$ cat config.mk
export PLATFORM = sky130hd
export DESIGN_NAME = id_ex_pipe_reg_flat
export DESIGN_NICKNAME = d
export VERILOG_FILES = /design/src/rtl/id_ex_pipe_reg_if.sv /design/src/rtl/id_ex_pipe_reg.sv /design/src/flat_wrapper.sv
export SDC_FILE = /design/constraint.sdc
export NUM_CORES = 1
export LEC_CHECK = 0
export BUFFER_PORTS_ARGS = -buffer_cell sky130_fd_sc_hd__buf_2
export CAP_MARGIN = 20
export CORE_MARGIN = 8
export CORE_UTILIZATION = 40
export DETAILED_ROUTE_END_ITERATION = 8
export PLACE_DENSITY_LB_ADDON = 0.2
export SLEW_MARGIN = 25
export SYNTH_ARGS = -nofsm -noshare
export SYNTH_HDL_FRONTEND = slang
export SYNTH_SLANG_ARGS = --single-unit
export TNS_END_PERCENT = 5
$ cat constraint.sdc
create_clock -name clk -period 3.6 [get_ports clk]
set_input_delay 0.72 -clock clk [delete_from_list [all_inputs] [get_ports clk]]
set_output_delay 0.72 -clock clk [all_outputs]
set_load 0.05 [all_outputs]
$ cat src/rtl/id_ex_pipe_reg_if.sv
// rtl/id_ex_pipe_reg_if.sv - decode/execute signal bundle for the ID/EX pipeline register
interface id_ex_pipe_reg_if #(
  parameter int DATA_W = 32,
  parameter int IMM_W  = 16,
  parameter int RA_W   = 5,
  parameter int ALUC_W = 3,
  parameter int CNT_W  = 16
);
  logic [DATA_W-1:0] RD1D, RD2D;
  logic [IMM_W-1:0]  ImmD;
  logic [RA_W-1:0]   RsD, RtD, RdD;
  logic              RegWriteD, MemtoRegD, MemWriteD, ALUSrcD, RegDstD;
  logic [ALUC_W-1:0] ALUControlD;
  logic              ValidD;
  logic              HoldE, FlushE;

  logic [DATA_W-1:0] RD1_outE, RD2_outE;
  logic [IMM_W-1:0]  extend_out;
  logic [RA_W-1:0]   RsE, RtE, RdE;
  logic              RegWriteE, MemtoRegE, MemWriteE, ALUSrcE, RegDstE;
  logic [ALUC_W-1:0] ALUControlE;
  logic              ValidE;
  logic              StallD;
  logic [CNT_W-1:0]  bubble_cnt;

  modport slave (
    input  RD1D, RD2D, ImmD, RsD, RtD, RdD,
    input  RegWriteD, MemtoRegD, MemWriteD, ALUSrcD, RegDstD, ALUControlD, ValidD,
    input  HoldE, FlushE,
    output RD1_outE, RD2_outE, extend_out, RsE, RtE, RdE,
    output RegWriteE, MemtoRegE, MemWriteE, ALUSrcE, RegDstE, ALUControlE, ValidE,
    output StallD, bubble_cnt
  );

  modport master (
    output RD1D, RD2D, ImmD, RsD, RtD, RdD,
    output RegWriteD, MemtoRegD, MemWriteD, ALUSrcD, RegDstD, ALUControlD, ValidD,
    output HoldE, FlushE,
    input  RD1_outE, RD2_outE, extend_out, RsE, RtE, RdE,
    input  RegWriteE, MemtoRegE, MemWriteE, ALUSrcE, RegDstE, ALUControlE, ValidE,
    input  StallD, bubble_cnt
  );
endinterface

$ cat src/rtl/id_ex_pipe_reg.sv
// rtl/id_ex_pipe_reg.sv - ID/EX pipeline register with load-use stall, flush, hold and bubble counter
module id_ex_pipe_reg #(
  parameter int DATA_W = 32,
  parameter int IMM_W  = 16,
  parameter int RA_W   = 5,
  parameter int ALUC_W = 3,
  parameter int CNT_W  = 16
) (
  input logic                clk,
  input logic                rst_n,
  id_ex_pipe_reg_if.slave    bus
);

  typedef struct packed {
    logic [DATA_W-1:0] rd1;
    logic [DATA_W-1:0] rd2;
    logic [IMM_W-1:0]  imm;
    logic [RA_W-1:0]   rs;
    logic [RA_W-1:0]   rt;
    logic [RA_W-1:0]   rd;
    logic              reg_write;
    logic              mem_to_reg;
    logic              mem_write;
    logic              alu_src;
    logic              reg_dst;
    logic [ALUC_W-1:0] alu_ctrl;
    logic              valid;
  } stage_t;

  stage_t           e_q, e_d, d_in;
  logic [CNT_W-1:0] cnt_q, cnt_d;
  logic             lu;

  always_comb begin
    d_in.rd1        = bus.RD1D;
    d_in.rd2        = bus.RD2D;
    d_in.imm        = bus.ImmD;
    d_in.rs         = bus.RsD;
    d_in.rt         = bus.RtD;
    d_in.rd         = bus.RdD;
    d_in.reg_write  = bus.RegWriteD;
    d_in.mem_to_reg = bus.MemtoRegD;
    d_in.mem_write  = bus.MemWriteD;
    d_in.alu_src    = bus.ALUSrcD;
    d_in.reg_dst    = bus.RegDstD;
    d_in.alu_ctrl   = bus.ALUControlD;
    d_in.valid      = bus.ValidD;
  end

  // A load in EX whose destination feeds either decode source must be separated by one bubble.
  assign lu = e_q.valid & e_q.mem_to_reg & (e_q.rt != '0) & bus.ValidD &
              ((e_q.rt == bus.RsD) | (e_q.rt == bus.RtD));

  assign bus.StallD = lu | bus.HoldE;

  always_comb begin
    e_d   = e_q;
    cnt_d = cnt_q;
    if (!bus.HoldE) begin
      if (bus.FlushE || lu) begin
        e_d = '0;
        if (lu && (cnt_q != '1)) begin
          cnt_d = cnt_q + CNT_W'(1);
        end
      end else begin
        e_d = d_in;
      end
    end
  end

  always_ff @(posedge clk or negedge rst_n) begin
    if (!rst_n) begin
      e_q   <= '0;
      cnt_q <= '0;
    end else begin
      e_q   <= e_d;
      cnt_q <= cnt_d;
    end
  end

  assign bus.RD1_outE    = e_q.rd1;
  assign bus.RD2_outE    = e_q.rd2;
  assign bus.extend_out  = e_q.imm;
  assign bus.RsE         = e_q.rs;
  assign bus.RtE         = e_q.rt;
  assign bus.RdE         = e_q.rd;
  assign bus.RegWriteE   = e_q.reg_write;
  assign bus.MemtoRegE   = e_q.mem_to_reg;
  assign bus.MemWriteE   = e_q.mem_write;
  assign bus.ALUSrcE     = e_q.alu_src;
  assign bus.RegDstE     = e_q.reg_dst;
  assign bus.ALUControlE = e_q.alu_ctrl;
  assign bus.ValidE      = e_q.valid;
  assign bus.bubble_cnt  = cnt_q;

endmodule

$ cat src/flat_wrapper.sv
// flat-port wrapper written by rule: the top's interface ports become plain ports
module id_ex_pipe_reg_flat 
#(
  parameter int DATA_W = 32,
  parameter int IMM_W  = 16,
  parameter int RA_W   = 5,
  parameter int ALUC_W = 3,
  parameter int CNT_W  = 16
)
  (clk, rst_n, bus_RD1D, bus_RD2D, bus_ImmD, bus_RsD, bus_RtD, bus_RdD, bus_RegWriteD, bus_MemtoRegD, bus_MemWriteD, bus_ALUSrcD, bus_RegDstD, bus_ALUControlD, bus_ValidD, bus_HoldE, bus_FlushE, bus_RD1_outE, bus_RD2_outE, bus_extend_out, bus_RsE, bus_RtE, bus_RdE, bus_RegWriteE, bus_MemtoRegE, bus_MemWriteE, bus_ALUSrcE, bus_RegDstE, bus_ALUControlE, bus_ValidE, bus_StallD, bus_bubble_cnt);
  id_ex_pipe_reg_if #(.DATA_W(DATA_W), .IMM_W(IMM_W), .RA_W(RA_W), .ALUC_W(ALUC_W), .CNT_W(CNT_W)) bus_i ();
  input logic clk;
  input logic rst_n;
  input wire logic [$bits(bus_i.RD1D)-1:0] bus_RD1D;
  input wire logic [$bits(bus_i.RD2D)-1:0] bus_RD2D;
  input wire logic [$bits(bus_i.ImmD)-1:0] bus_ImmD;
  input wire logic [$bits(bus_i.RsD)-1:0] bus_RsD;
  input wire logic [$bits(bus_i.RtD)-1:0] bus_RtD;
  input wire logic [$bits(bus_i.RdD)-1:0] bus_RdD;
  input wire logic [$bits(bus_i.RegWriteD)-1:0] bus_RegWriteD;
  input wire logic [$bits(bus_i.MemtoRegD)-1:0] bus_MemtoRegD;
  input wire logic [$bits(bus_i.MemWriteD)-1:0] bus_MemWriteD;
  input wire logic [$bits(bus_i.ALUSrcD)-1:0] bus_ALUSrcD;
  input wire logic [$bits(bus_i.RegDstD)-1:0] bus_RegDstD;
  input wire logic [$bits(bus_i.ALUControlD)-1:0] bus_ALUControlD;
  input wire logic [$bits(bus_i.ValidD)-1:0] bus_ValidD;
  input wire logic [$bits(bus_i.HoldE)-1:0] bus_HoldE;
  input wire logic [$bits(bus_i.FlushE)-1:0] bus_FlushE;
  output wire logic [$bits(bus_i.RD1_outE)-1:0] bus_RD1_outE;
  output wire logic [$bits(bus_i.RD2_outE)-1:0] bus_RD2_outE;
  output wire logic [$bits(bus_i.extend_out)-1:0] bus_extend_out;
  output wire logic [$bits(bus_i.RsE)-1:0] bus_RsE;
  output wire logic [$bits(bus_i.RtE)-1:0] bus_RtE;
  output wire logic [$bits(bus_i.RdE)-1:0] bus_RdE;
  output wire logic [$bits(bus_i.RegWriteE)-1:0] bus_RegWriteE;
  output wire logic [$bits(bus_i.MemtoRegE)-1:0] bus_MemtoRegE;
  output wire logic [$bits(bus_i.MemWriteE)-1:0] bus_MemWriteE;
  output wire logic [$bits(bus_i.ALUSrcE)-1:0] bus_ALUSrcE;
  output wire logic [$bits(bus_i.RegDstE)-1:0] bus_RegDstE;
  output wire logic [$bits(bus_i.ALUControlE)-1:0] bus_ALUControlE;
  output wire logic [$bits(bus_i.ValidE)-1:0] bus_ValidE;
  output wire logic [$bits(bus_i.StallD)-1:0] bus_StallD;
  output wire logic [$bits(bus_i.bubble_cnt)-1:0] bus_bubble_cnt;
  assign bus_i.RD1D = bus_RD1D;
  assign bus_i.RD2D = bus_RD2D;
  assign bus_i.ImmD = bus_ImmD;
  assign bus_i.RsD = bus_RsD;
  assign bus_i.RtD = bus_RtD;
  assign bus_i.RdD = bus_RdD;
  assign bus_i.RegWriteD = bus_RegWriteD;
  assign bus_i.MemtoRegD = bus_MemtoRegD;
  assign bus_i.MemWriteD = bus_MemWriteD;
  assign bus_i.ALUSrcD = bus_ALUSrcD;
  assign bus_i.RegDstD = bus_RegDstD;
  assign bus_i.ALUControlD = bus_ALUControlD;
  assign bus_i.ValidD = bus_ValidD;
  assign bus_i.HoldE = bus_HoldE;
  assign bus_i.FlushE = bus_FlushE;
  assign bus_RD1_outE = bus_i.RD1_outE;
  assign bus_RD2_outE = bus_i.RD2_outE;
  assign bus_extend_out = bus_i.extend_out;
  assign bus_RsE = bus_i.RsE;
  assign bus_RtE = bus_i.RtE;
  assign bus_RdE = bus_i.RdE;
  assign bus_RegWriteE = bus_i.RegWriteE;
  assign bus_MemtoRegE = bus_i.MemtoRegE;
  assign bus_MemWriteE = bus_i.MemWriteE;
  assign bus_ALUSrcE = bus_i.ALUSrcE;
  assign bus_RegDstE = bus_i.RegDstE;
  assign bus_ALUControlE = bus_i.ALUControlE;
  assign bus_ValidE = bus_i.ValidE;
  assign bus_StallD = bus_i.StallD;
  assign bus_bubble_cnt = bus_i.bubble_cnt;
  id_ex_pipe_reg #(.DATA_W(DATA_W), .IMM_W(IMM_W), .RA_W(RA_W), .ALUC_W(ALUC_W), .CNT_W(CNT_W)) u_core (.clk(clk), .rst_n(rst_n), .bus(bus_i));
endmodule
# ---- Word-level counts from Yosys, hierarchy flattened
# Cells that the tools add are included.
dict set report totals {
  ff_bits 120
  input_bits 108
  output_inout_bits 121
  wordCells 30
}
dict set report classes {
  n_addsub 1
  eq_ne 3
  muxes 1
  bitwise 7
  reduce_logical 4
}
# operator count
set op_table {}
lappend op_table {{$mux W104} 1}
lappend op_table {{$add A16 B1 Y16 const B} 1}
lappend op_table {{$ne A16 B16 Y1 const B} 1}
lappend op_table {{$eq A5 B5 Y1} 2}
lappend op_table {{$reduce_bool A5 Y1} 1}
lappend op_table {{$and A1 B1 Y1} 4}
lappend op_table {{$reduce_and A3 Y1} 1}
lappend op_table {{$or A1 B1 Y1} 2}
lappend op_table {{$logic_and A1 B1 Y1} 1}
lappend op_table {{$logic_or A1 B1 Y1} 1}
lappend op_table {{$not A1 Y1} 1}

# ---- Longest topological paths before layout
# Gate-level depths: netlist (run 1).
dict set report depth {
  ltp_word 6
  ltp_mapped 7
  depth_no_buf 6
}

# ---- Worst setup path before layout (run 1)
# OpenSTA, ideal clock, no wires.
dict set report synth_timing {
  kind {input to output}
  startpoint {input bus_RtD[2]}
  endpoint {output bus_StallD}
  arrival_ps 1848
  t_required_ps 2880
  path_slack_ps 1032
  path_stages 5
  n_path_buf 0
  path_cell_list {xor2_1 > nor3_1 > a22oi_4 > nand2b_4 > nand2b_1}
}
dict set report synth_via {
  elab_chain_cells 4
}
# element line
set synth_lines {}
lappend synth_lines {{start, declared} flat_wrapper.sv:18} ;# input wire logic [$bits(bus_i.RtD)-1:0] bus_RtD;
lappend synth_lines {{$eq A5 B5 Y1} id_ex_pipe_reg.sv:52} ;# ((e_q.rt == bus.RsD) | (e_q.rt == bus.RtD));
lappend synth_lines {{$or A1 B1 Y1} id_ex_pipe_reg.sv:52}
lappend synth_lines {{$and A1 B1 Y1} id_ex_pipe_reg.sv:51} ;# assign lu = e_q.valid & e_q.mem_to_reg & (e_q.rt != '0) & bus.ValidD &
lappend synth_lines {{$or A1 B1 Y1} id_ex_pipe_reg.sv:54} ;# assign bus.StallD = lu | bus.HoldE;
lappend synth_lines {{end, declared} flat_wrapper.sv:42} ;# output wire logic [$bits(bus_i.StallD)-1:0] bus_StallD;
# No other way between the ends.

# ---- Final worst setup path (run 1)
dict set report layout_timing {
  startpoint {register u_core.e_q, in the netlist u_core.bus.RtE[0]}
  endpoint {output bus_StallD}
}
dict set report layout_via {
  elab_chain_cells 5
  word_cells_on_any_way 8
  classes_between {eq/ne (2); bitwise (5); reduce/logical (1)}
}
# element line
set layout_lines {}
lappend layout_lines {{start, declared} id_ex_pipe_reg.sv:30} ;# stage_t e_q, e_d, d_in;
lappend layout_lines {{start signal, assigned} id_ex_pipe_reg.sv:73} ;# e_q <= '0;
lappend layout_lines {{start signal, assigned} id_ex_pipe_reg.sv:76} ;# e_q <= e_d;
lappend layout_lines {{$reduce_bool A5 Y1} id_ex_pipe_reg.sv:51}
lappend layout_lines {{$and A1 B1 Y1 (2 in series)} id_ex_pipe_reg.sv:51}
lappend layout_lines {{$and A1 B1 Y1 (*)} id_ex_pipe_reg.sv:51}
lappend layout_lines {{$or A1 B1 Y1 (*)} id_ex_pipe_reg.sv:54}
# Mark *: on every way between the ends. The rest lies on a longest branch, timed or not.

==> flow_summary_export.csv, run 1 <==
group,metric,value,unit
status,status,"completed",
place,portBuffers,228,
place,gp_congestion,0.8287,
clock_network,clock-sinks,120,
clock_network,cts_setup_buffers,0,
critical_path,end_kind,"primary output",
logic_synthesis,synthCells,521,
timing,max_freq,342.1,MHz
power_and_ir_drop,ir_drop,0.2933,mV
routing,drc,0,
final_layout,layout.nets,847,
place,dpl_cell_area,7696,sq um
floorplan,initial_core_util,40.83,%
routing,wl_per_cell,15.88,microns
clock_network,clk_latency,0.41,ns
logic_synthesis,yosys_warnings,0,
global_routing,grt_start_max_net_pins,119,
clock_network,cts_tree,"done",
routing,drtAntennaViolNets,0,
logic_synthesis,ys_seq_area_share,46.47,%
final_layout,design_area,8325,sq um
global_routing,grt_use_total,15.49,%
clock_network,cts_buffer_depth,2,
critical_path,arrival,2.20,ns
final_layout,multiInputGateArea,2825,sq um
timing,finalHoldViolations,0,
routing,viasPerCell,4.599,
logic_synthesis,synthesis.nets,630,
global_routing,grt_pass1_wl,25020,microns
logic_synthesis,synth_top_area_cell,"dfrtp_1",
floorplan,fp-row-count,46,
timing,worst_slew_pin_slew,0.9990,ns
final_layout,syn_to_final_growth,28.83,%
logic_synthesis,synthTopCellsByCount,"120 x dfrtp_1, 95 x nand2_1, 93 x inv_1",
timing,fin_setup_tns,0,ns
critical_path,criticalPathCategory,"flip-flop to primary output",
timing,finClkSkew,0.01043,ns
floorplan,dieArea,20480,sq um
place,dpl_worst_slack,0.7149,ns
floorplan,core_region_area,15830,sq um
timing,rsz0062_at_grt,"no",
floorplan,num_io_pins,229,
global_routing,grt_overflow,0,
logic_synthesis,synth_seq_cells,120,
critical_path,crit_fanout,17,
clock_network,clk_pin_slew,0.05,ns
timing,setup_ws,0.6769,ns
clock_network,htreeDepth,4,
run,cap_violations,0,
logic_synthesis,yosysMostFrequentCell,"dfrtp_1",
floorplan,die_width,143.1,microns
logic_synthesis,synth_cell_types,30,
final_layout,seq_area,3003,sq um
final_layout,antenna_cells,0,
place,dp_hpwl,11130,microns
final_layout,layout-drive-gt1-share,46.80,%
logic_synthesis,synth_area_leaders,"dfrtp_1 46%, o31ai_4 26%, nand2_1 5.5%",
critical_path,worstPathRequired,2.88,ns
critical_path,r2r-end,"u_core.bus.RdE[2]",
logic_synthesis,yosysTopAreaCellShare,46.47,%
routing,drtIter0Drc,205,
floorplan,dieHeight,143.1,microns
timing,min_period_over_period,81.20,%
logic_synthesis,netlist_area,6462,sq um
routing,drt-total-wl,15340,microns
timing,finalSetupViolations,0,
timing,slew_headroom,33.40,%
timing,post-route-min-period,2.923,ns
logic_synthesis,syn_avg_cell_area,12.40,sq um
critical_path,worstSetupStartpoint,"u_core.bus.RtE[0]",
clock_network,cts_inserted_buffers,17,
clock_network,root_buffer,"clkbuf_16",
routing,num_vias,4443,
final_layout,fill_cells,1402,
clock_network,cts-resized-gates,0,
power_and_ir_drop,powerDensity,502.9,nW/um^2
logic_synthesis,ys.flop_type,"dfrtp_1",
critical_path,rrSetupSlack,1.33,ns
global_routing,grt_pass1_vias,4805,
critical_path,r2r-start,"u_core.bus.RtE[2]",
power_and_ir_drop,finalPower,4187,uW
global_routing,antenna_found_initial,0,
critical_path,endpoint,"bus_StallD",
min_path,worstHoldPathType,"input port to async pin",
timing,hold_slack,0.3410,ns
logic_synthesis,synth-edff-count,0,
clock_network,cts_hold_buffers,0,
power_and_ir_drop,leakagePower,0.004303,uW
critical_path,reg2regPathDepth,6,
logic_synthesis,ys_async_sr_fraction,100.0,%
critical_path,start_kind,"flip-flop",
timing,maxSlewViolCount,0,
routing,first_pass_iters,4,
## final cells by class
class,instances,share of cell area [%]
clock inverter,9,1.743
tap,216,3.246
inverter,93,4.193
sequential,120,36.07
multi-input combinational,272,33.93
clock buffer,22,5.816
timing repair buffer,234,15.00
## per-stage QoR
stage / cells / util [%]
after floorplan: 521 / -
after global placement: 935 / 48.62
after detailed placement: 935 / 48.62
after CTS: 966 / 52.60
after global routing: 966 / 52.60
final: 966 / 52.60
## layout by cell type, fill, tap and decap left out, drive strengths merged
cell type / Yosys / layout
clkinv: 0 / 5
and3: 2 / 2
nor2: 7 / 7
nor3: 11 / 11
bufinv: 0 / 4
xor2: 24 / 24
nor4b: 1 / 1
nand3: 7 / 7
ha: 1 / 1
a21oi: 1 / 1
nand4: 4 / 4
a22oi: 1 / 1
and4: 3 / 3
o21bai: 1 / 1
nand2b: 2 / 2
mux2: 1 / 1
a32o: 12 / 12
o31ai: 92 / 92
or2: 1 / 1
nand2: 95 / 95
nor3b: 4 / 4
a41oi: 1 / 1
buf: 16 / 234
dfrtp: 120 / 120
inv: 93 / 93
xnor2: 1 / 1
clkbuf: 20 / 22
## sequential cells by signal, summed over array words and instances, names as in the netlist
signal,count
u_core.bus.RD1_outE,32
u_core.bus.RD2_outE,32
u_core.bus.bubble_cnt,16
u_core.bus.extend_out,16
u_core.bus.RdE,5
u_core.bus.RsE,5
u_core.bus.RtE,5
u_core.bus.ALUControlE,3
u_core.bus.ALUSrcE,1
u_core.bus.MemWriteE,1
u_core.bus.MemtoRegE,1
u_core.bus.RegDstE,1
u_core.bus.RegWriteE,1
u_core.bus.ValidE,1
## routing by layer
metal / wire (microns) / vias to the layer above / share of wire [%] / global-route usage, %
met2: 7343 / 151 / 48 / 24.49
met4: 257 / 0 / 1.7 / 6.376
met3: 1511 / 22 / 9.9 / 6.544
met1: 6228 / 2092 / 41 / 18.15
met5: 0 / - / 0 / 0
li1: - / 2178 / - / -
## kinds of logic after synthesis
logic type               share of synthesized area (%)
AO/OA/AOI/OAI                                    30.47
multiplexers                                    0.1742
XOR/XNOR                                         3.388
buffers and inverters                            9.816
adder cells (fa/ha/maj)                         0.1936
AND/OR/NAND/NOR                                  9.487
flip-flops                                       46.47
## power by group
part	switching (uW)	internal [uW]	leakage (uW)
sequential	54.2	1440	0.00158
clock	584	1220	0.000316
combinational	638	248	0.00241
## worst max-delay path, cell delays in order, from the launching register on
cell	delay [ns]
dfrtp_1	0.45
xor2_1	0.22
nor3_2	0.08
a22oi_4	0.45
nand2b_4	0.31
nand2b_1	0.08
buf_2	0.21
## worst min path at each step
| stage | slack, ns | cells past startpoint | to |
|---|---|---|---|
| floorplan | 0.42 | 0 | u_core.bus.ALUControlE[0] |
| global placement | 0.46 | 2 | u_core.bus.RD2_outE[31] |
| detailed placement | 0.46 | 2 | u_core.bus.MemWriteE |
| CTS | 0.36 | 1 | u_core.bus.bubble_cnt[10] |
| global route | 0.40 | 1 | u_core.bus.bubble_cnt[10] |
| finish | 0.34 | 1 | u_core.bus.bubble_cnt[10] |
Note: power is estimated with default switching activity, not from simulation.
==> inputs of run 2 (changes only) <==
--- a/config.mk
+++ b/config.mk
@@ -5,6 +5,7 @@
 export SDC_FILE = /design/constraint.sdc
 export NUM_CORES = 1
 export LEC_CHECK = 0
+export ABC_AREA = 1
 export BUFFER_PORTS_ARGS = -buffer_cell sky130_fd_sc_hd__buf_2
 export CAP_MARGIN = 20
 export CORE_MARGIN = 8
==> constraint.sdc (replaced) <==
create_clock -name clk -period 2.8 [get_ports clk]
set_input_delay 0.56 -clock clk [delete_from_list [all_inputs] [get_ports clk]]
set_output_delay 0.56 -clock clk [all_outputs]
set_load 0.05 [all_outputs]
==> run 2 against run 1 <==
Compared with the run above:
- global-route usage rose by 2.5 points
- sequential power rose by 29%
- critical path depth rose by 3
- via count rose by 12%
- final area fell by 12%
- clock skew fell by 0.0038 ns
- combinational power rose by 7.6%
- die area fell by 13%
==> flow_summary_export.csv, run 2 <==
group,metric,value,unit
clock_network,cts_buffer_depth,2,
logic_synthesis,syn_avg_cell_area,8.758,sq um
clock_network,cts_hold_buffers,0,
logic_synthesis,yosysMostFrequentCell,"nand2_1",
final_layout,layout-drive-gt1-share,37.70,%
global_routing,grt_use_total,17.98,%
clock_network,clk_latency,0.41,ns
run,cap_violations,0,
power_and_ir_drop,leakagePower,0.003949,uW
clock_network,root_buffer,"clkbuf_16",
timing,finClkSkew,0.006590,ns
routing,wl_met3,1381,microns
floorplan,core_region_area,13670,sq um
clock_network,clk_pin_slew,0.05,ns
clock_network,clock-sinks,120,
logic_synthesis,synth_seq_cells,120,
logic_synthesis,synth_area_leaders,"dfrtp_1 54%, nand2_1 20%, o21ai_2 7.0%",
clock_network,cts_tree,"done",
routing,wl_per_cell,15.39,microns
power_and_ir_drop,pwr-share-seq,38.6,%
power_and_ir_drop,pwr-share-clk,42.3,%
logic_synthesis,ys_async_sr_fraction,100.0,%
power_and_ir_drop,pwr-share-comb,19.1,%
logic_synthesis,ys.flop_type,"dfrtp_1",
power_and_ir_drop,internal_power,3435,uW
timing,slew_headroom,60.05,%
timing,worst_slew_pin_slew,0.5993,ns
timing,setup_ws,0.4543,ns
critical_path,end_kind,"primary output",
final_layout,layout_common_cells,"289 x nand2_1, 226 x buf_2, 120 x dfrtp_1",
final_layout,antenna_cells,0,
timing,post-route-min-period,2.346,ns
timing,finalHoldViolations,0,
logic_synthesis,netlist_area,5518,sq um
routing,met1Wirelength,6687,microns
final_layout,finish.utilization,53.48,%
logic_synthesis,synth_compound_area_share,12.68,%
critical_path,worstPathRequired,2.24,ns
routing,drtAntennaViolNets,0,
status,status,"completed",
power_and_ir_drop,power.switching,1554,uW
floorplan,dieHeight,133.5,microns
logic_synthesis,synth_top_area_cell,"dfrtp_1",
global_routing,grt_pass1_vias,5122,
routing,num_vias,4997,
logic_synthesis,synth_cell_types,25,
critical_path,crit_fanout,4,
final_layout,layout.nets,958,
clock_network,cts-resized-gates,0,
power_and_ir_drop,powerDensity,682.6,nW/um^2
timing,rsz0062_at_grt,"no",
logic_synthesis,synthTopCellsByCount,"289 x nand2_1, 120 x dfrtp_1, 55 x o21ai_0",
critical_path,rrSetupSlack,1.03,ns
place,gp_congestion,0.9154,
logic_synthesis,yosys_warnings,0,
min_path,worstHoldPathType,"input port to async pin",
global_routing,grt_overflow,0,
logic_synthesis,synthXorXnorAreaFrac,2.540,%
logic_synthesis,synthSimpleGateAreaFrac,24.10,%
critical_path,arrival,1.79,ns
global_routing,antenna_found_initial,0,
power_and_ir_drop,sw_frac_of_total,31.14,%
place,dpl_worst_slack,0.6385,ns
routing,viasPerCell,4.796,
floorplan,num_io_pins,229,
floorplan,die_width,133.5,microns
timing,min_period_over_period,83.77,%
timing,max_freq,426.3,MHz
routing,drt-total-wl,16040,microns
routing,topRoutingLayerUsed,"met4",
place,portBuffers,228,
routing,drc,0,
floorplan,initial_core_util,40.38,%
logic_synthesis,synthCells,630,
final_layout,syn_to_final_growth,32.45,%
clock_network,cts_setup_buffers,0,
floorplan,dieArea,17810,sq um
logic_synthesis,synthesis.nets,739,
critical_path,start_kind,"flip-flop",
global_routing,grt_start_max_net_pins,105,
routing,drtIter0Drc,293,
power_and_ir_drop,ir_drop,0.3430,mV
critical_path,criticalPathCategory,"flip-flop to primary output",
timing,maxSlewViolCount,0,
logic_synthesis,ys_seq_area_share,54.42,%
place,dp_hpwl,11510,microns
floorplan,fp-row-count,43,
logic_synthesis,synth-adder-area-share,0.2268,%
timing,fin_setup_tns,0,ns
logic_synthesis,synth_top_family_by_area,"simple AND/OR/NAND/NOR gates",
logic_synthesis,yosysTopAreaCellShare,54.42,%
routing,wl_met2,7658,microns
global_routing,grt_pass1_wl,26020,microns
clock_network,htreeDepth,4,
timing,finalSetupViolations,0,
clock_network,cts_inserted_buffers,17,
final_layout,layout_commonest_cell,"nand2_1",
logic_synthesis,synth-edff-count,0,
logic_synthesis,muxShareOfSynthArea,0,%
routing,first_pass_iters,4,
run 2: cell types whose count changed in the layout (fill, tap and decap cells not counted), sizes merged, moves of 10 or more:
cell	before	now
o21ai	0	99
nor2	7	19
xor2	24	5
o31ai	92	0
inv	93	21
nand2	95	292
xnor2	1	11
a32o	12	0
run 2: cell type report:
cell class,instances,area (sq um)
fillers,1329,6357
flip-flops and latches,120,3003
multi-input cells,454,2182
repair buffers,235,1236
clock buffers,20,456.7
well taps,180,225.2
clock inverters,12,126.4
inverters,21,78.83
run 2: cell families after synthesis:
| logic type | count (synthesis) |
|---|---|
| AO/OA/AOI/OAI | 105 |
| XOR/XNOR | 16 |
| adder cells (fa/ha/maj) | 1 |
| buffers and inverters | 56 |
| flip-flops | 120 |
| AND/OR/NAND/NOR | 332 |
run 2: path summary, 6_finish.rpt:
check / start / end / depth (start not counted)
min: rst_n / u_core.bus.bubble_cnt[7] / 1
max reg2reg: u_core.bus.RtE[4] / u_core.bus.RD1_outE[24] / 10
max: u_core.bus.RtE[4] / bus_StallD / 9
max in group asynchronous: rst_n / u_core.bus.RD2_outE[11] / 2
min in group clk: bus_RD2D[1] / u_core.bus.RD2_outE[1] / 3
min reg2reg: u_core.bus.RD2_outE[8] / u_core.bus.RD2_outE[8] / 2
run 2: power by group through the flow:
stage	Clock (uW)	Sequential [uW]	Combinational, uW
5_1_grt	2250	1940	1020
2_1_floorplan	0	2370	243
6_report	2110	1930	953
3_3_place_gp	0	1950	953
3_5_place_dp	0	1950	967
4_1_cts	2170	1930	966
run 2: worst max-delay path: stages (launching register included):
cell and delay (ns):
dfrtp_1 0.41, inv_2 0.08, nand2_1 0.06, nand2_1 0.05, nor2_1 0.12, nand3_1 0.10, nand2_2 0.14, nand2_2 0.08
nand2_4 0.08, buf_2 0.27
run 2: stage by stage:
stage	area (sq um)	hold slack [ns]	instances	power (uW)
after floorplan	5518	0.2644	630	2610
after global placement	6725	0.4582	1010	2902
after detailed placement	6725	0.4630	1010	2919
after CTS	7308	0.1593	1042	5064
after global routing	7308	0.1974	1042	5208
final	7308	0.1507	1042	4989
run 2: per-layer routing:
metal	global-route usage, %	vias up
met3	7.267	24
li1	-	2443
met1	21.84	2344
met2	27.81	186
met4	7.361	0
met5	0	-
==> inputs of run 3 (changes only) <==
==> constraint.sdc (replaced) <==
create_clock -name clk -period 2.23 [get_ports clk]
set_input_delay 0.446 -clock clk [delete_from_list [all_inputs] [get_ports clk]]
set_output_delay 0.446 -clock clk [all_outputs]
set_load 0.05 [all_outputs]
==> run 3 against run 2 <==
Compared with the run above:
- die area unchanged
- critical path depth stayed put
- power grew 28%
- utilization rose by 0.53 points
- sequential cell count stayed put
- global-route usage is 0.16 points lower
==> flow_summary_export.csv, run 3 (synthesized netlist as in run 2, its figures left out) <==
group,metric,value,unit
status,status,"completed",
critical_path,rrSetupSlack,0.35,ns
timing,maxSlewViolCount,0,
critical_path,criticalPathCategory,"flip-flop to primary output",
critical_path,crit_fanout,4,
clock_network,clock-sinks,120,
floorplan,initial_core_util,40.38,%
routing,wl_met2,7433,microns
clock_network,htreeDepth,4,
final_layout,fill_cells,1334,
final_layout,multiInputGateArea,2182,sq um
routing,wl_met3,1224,microns
routing,drc,0,
routing,topRoutingLayerUsed,"met4",
clock_network,clk_latency,0.41,ns
clock_network,clk_pin_slew,0.05,ns
power_and_ir_drop,pwr-share-comb,18.8,%
timing,post-route-min-period,2.073,ns
final_layout,layout.nets,960,
routing,viasPerCell,4.745,
floorplan,core_region_area,13670,sq um
run,cap_violations,0,
critical_path,reg2regPathDepth,10,
power_and_ir_drop,powerDensity,865.0,nW/um^2
routing,drtIter0Drc,222,
timing,max_freq,482.4,MHz
power_and_ir_drop,internal_power,4451,uW
final_layout,final_cells,1045,
floorplan,dieHeight,133.5,microns
routing,drt-total-wl,15760,microns
timing,fin_setup_tns,0,ns
critical_path,r2r-start,"u_core.bus.RtE[4]",
floorplan,fp-row-count,43,
final_layout,layout_commonest_cell,"nand2_1",
critical_path,start_kind,"flip-flop",
final_layout,seq_area,3004,sq um
power_and_ir_drop,leakagePower,0.003979,uW
floorplan,num_io_pins,229,
timing,finClkSkew,0.007130,ns
final_layout,layout_common_cells,"289 x nand2_1, 225 x buf_2, 119 x dfrtp_1",
final_layout,finish.utilization,54.01,%
place,dp_hpwl,11310,microns
timing,finalHoldViolations,0,
global_routing,antenna_found_initial,0,
timing,finalSetupViolations,0,
power_and_ir_drop,pwr-share-seq,37.9,%
final_layout,syn_to_final_growth,33.76,%
place,gp_congestion,0.8451,
routing,first_pass_iters,4,
routing,num_vias,4959,
routing,drtAntennaViolNets,0,
timing,min_period_over_period,92.95,%
power_and_ir_drop,ir_drop,0.4304,mV
power_and_ir_drop,finalPower,6384,uW
min_path,worstHoldPathType,"input port to async pin",
global_routing,grt_pass1_wl,25800,microns
global_routing,grt_pass1_vias,5224,
critical_path,r2r-end,"u_core.bus.RD1_outE[1]",
critical_path,worstSetupStartpoint,"u_core.bus.RtE[4]",
floorplan,die_width,133.5,microns
final_layout,layout-drive-gt1-share,37.73,%
global_routing,grt_overflow,0,
global_routing,grt_use_total,17.82,%
place,dpl_worst_slack,0.2826,ns
critical_path,worstPathRequired,1.78,ns
routing,wl_per_cell,15.08,microns
timing,slew_headroom,56.27,%
timing,worst_slew_pin_slew,0.6560,ns
clock_network,cts_buffer_depth,2,
routing,met1Wirelength,6876,microns
clock_network,cts_hold_buffers,0,
floorplan,dieArea,17810,sq um
clock_network,cts_inserted_buffers,17,
clock_network,root_buffer,"clkbuf_16",
power_and_ir_drop,sw_frac_of_total,30.29,%
clock_network,cts_tree,"done",
place,portBuffers,228,
timing,setup_ws,0.1571,ns
place,dp.cells,1012,
critical_path,arrival,1.63,ns
global_routing,grt_start_max_net_pins,105,
power_and_ir_drop,pwr-share-clk,43.2,%
power_and_ir_drop,power.switching,1934,uW
critical_path,end_kind,"primary output",
[run 3: changes by cell type in the layout (fill, tap and decap cells not counted), sizes merged]
cell / change
clkbuf: +6
clkinv: -5
buf: +2
clkinvlp: -1
diode: +1
[run 3: worst max-delay path, cell delays in order (launching register included)]
cell,delay (ns)
dfrtp_1,0.40
inv_2,0.08
nand2_1,0.06
nand2_1,0.05
nor2_1,0.10
nand3_1,0.09
nand2_2,0.12
nand2_2,0.07
nand2_4,0.08
buf_6,0.16
[run 3: timing repair]
item,CTS,global route
setup endpoints to repair,0,1
endpoints found under the hold margin,0,0
gates resized for setup,0,4
buffers inserted,0,0
[run 3: metrics by stage]
stage | hold WS [ns] | area [sq um]
after global routing | 0.04317 | 7378
final | 0.02911 | 7381
after detailed placement | 0.4635 | 6765
after floorplan | 0.1504 | 5518
after CTS | 0.03408 | 7371
after global placement | 0.4600 | 6765
[run 3: worst max-delay path by stage]
stage / endpoint
after global placement: u_core.bus.RD1_outE[12]
after global routing: bus_StallD
after CTS: bus_StallD
after detailed placement: u_core.bus.RD1_outE[9]
after floorplan: bus_StallD
final: bus_StallD
[run 3: area by class of cell]
type / count / share of cell area (%)
Multi-Input combinational cell: 454 / 29.56
Clock buffer: 26 / 7.035
Tap cell: 180 / 3.051
Timing Repair Buffer: 237 / 17.38
Sequential cell: 120 / 40.70
Clock inverter: 6 / 1.170
Antenna cell: 1 / 0.03390
Inverter: 21 / 1.068
[run 3: power by group through the flow]
stage               Combinational [uW]  Sequential [uW]  Clock, uW
floorplan                          306             2970          0
global placement                  1200             2450          0
detailed placement                1220             2450          0
CTS                               1220             2420       2830
global route                      1290             2440       2930
finish                            1200             2420       2760
[run 3: layer usage]
layer | vias up | GRT usage [%]
met5 | - | 0
met4 | 0 | 7.236
met3 | 20 | 6.702
met2 | 185 | 28.18
met1 | 2313 | 21.46
li1 | 2441 | -
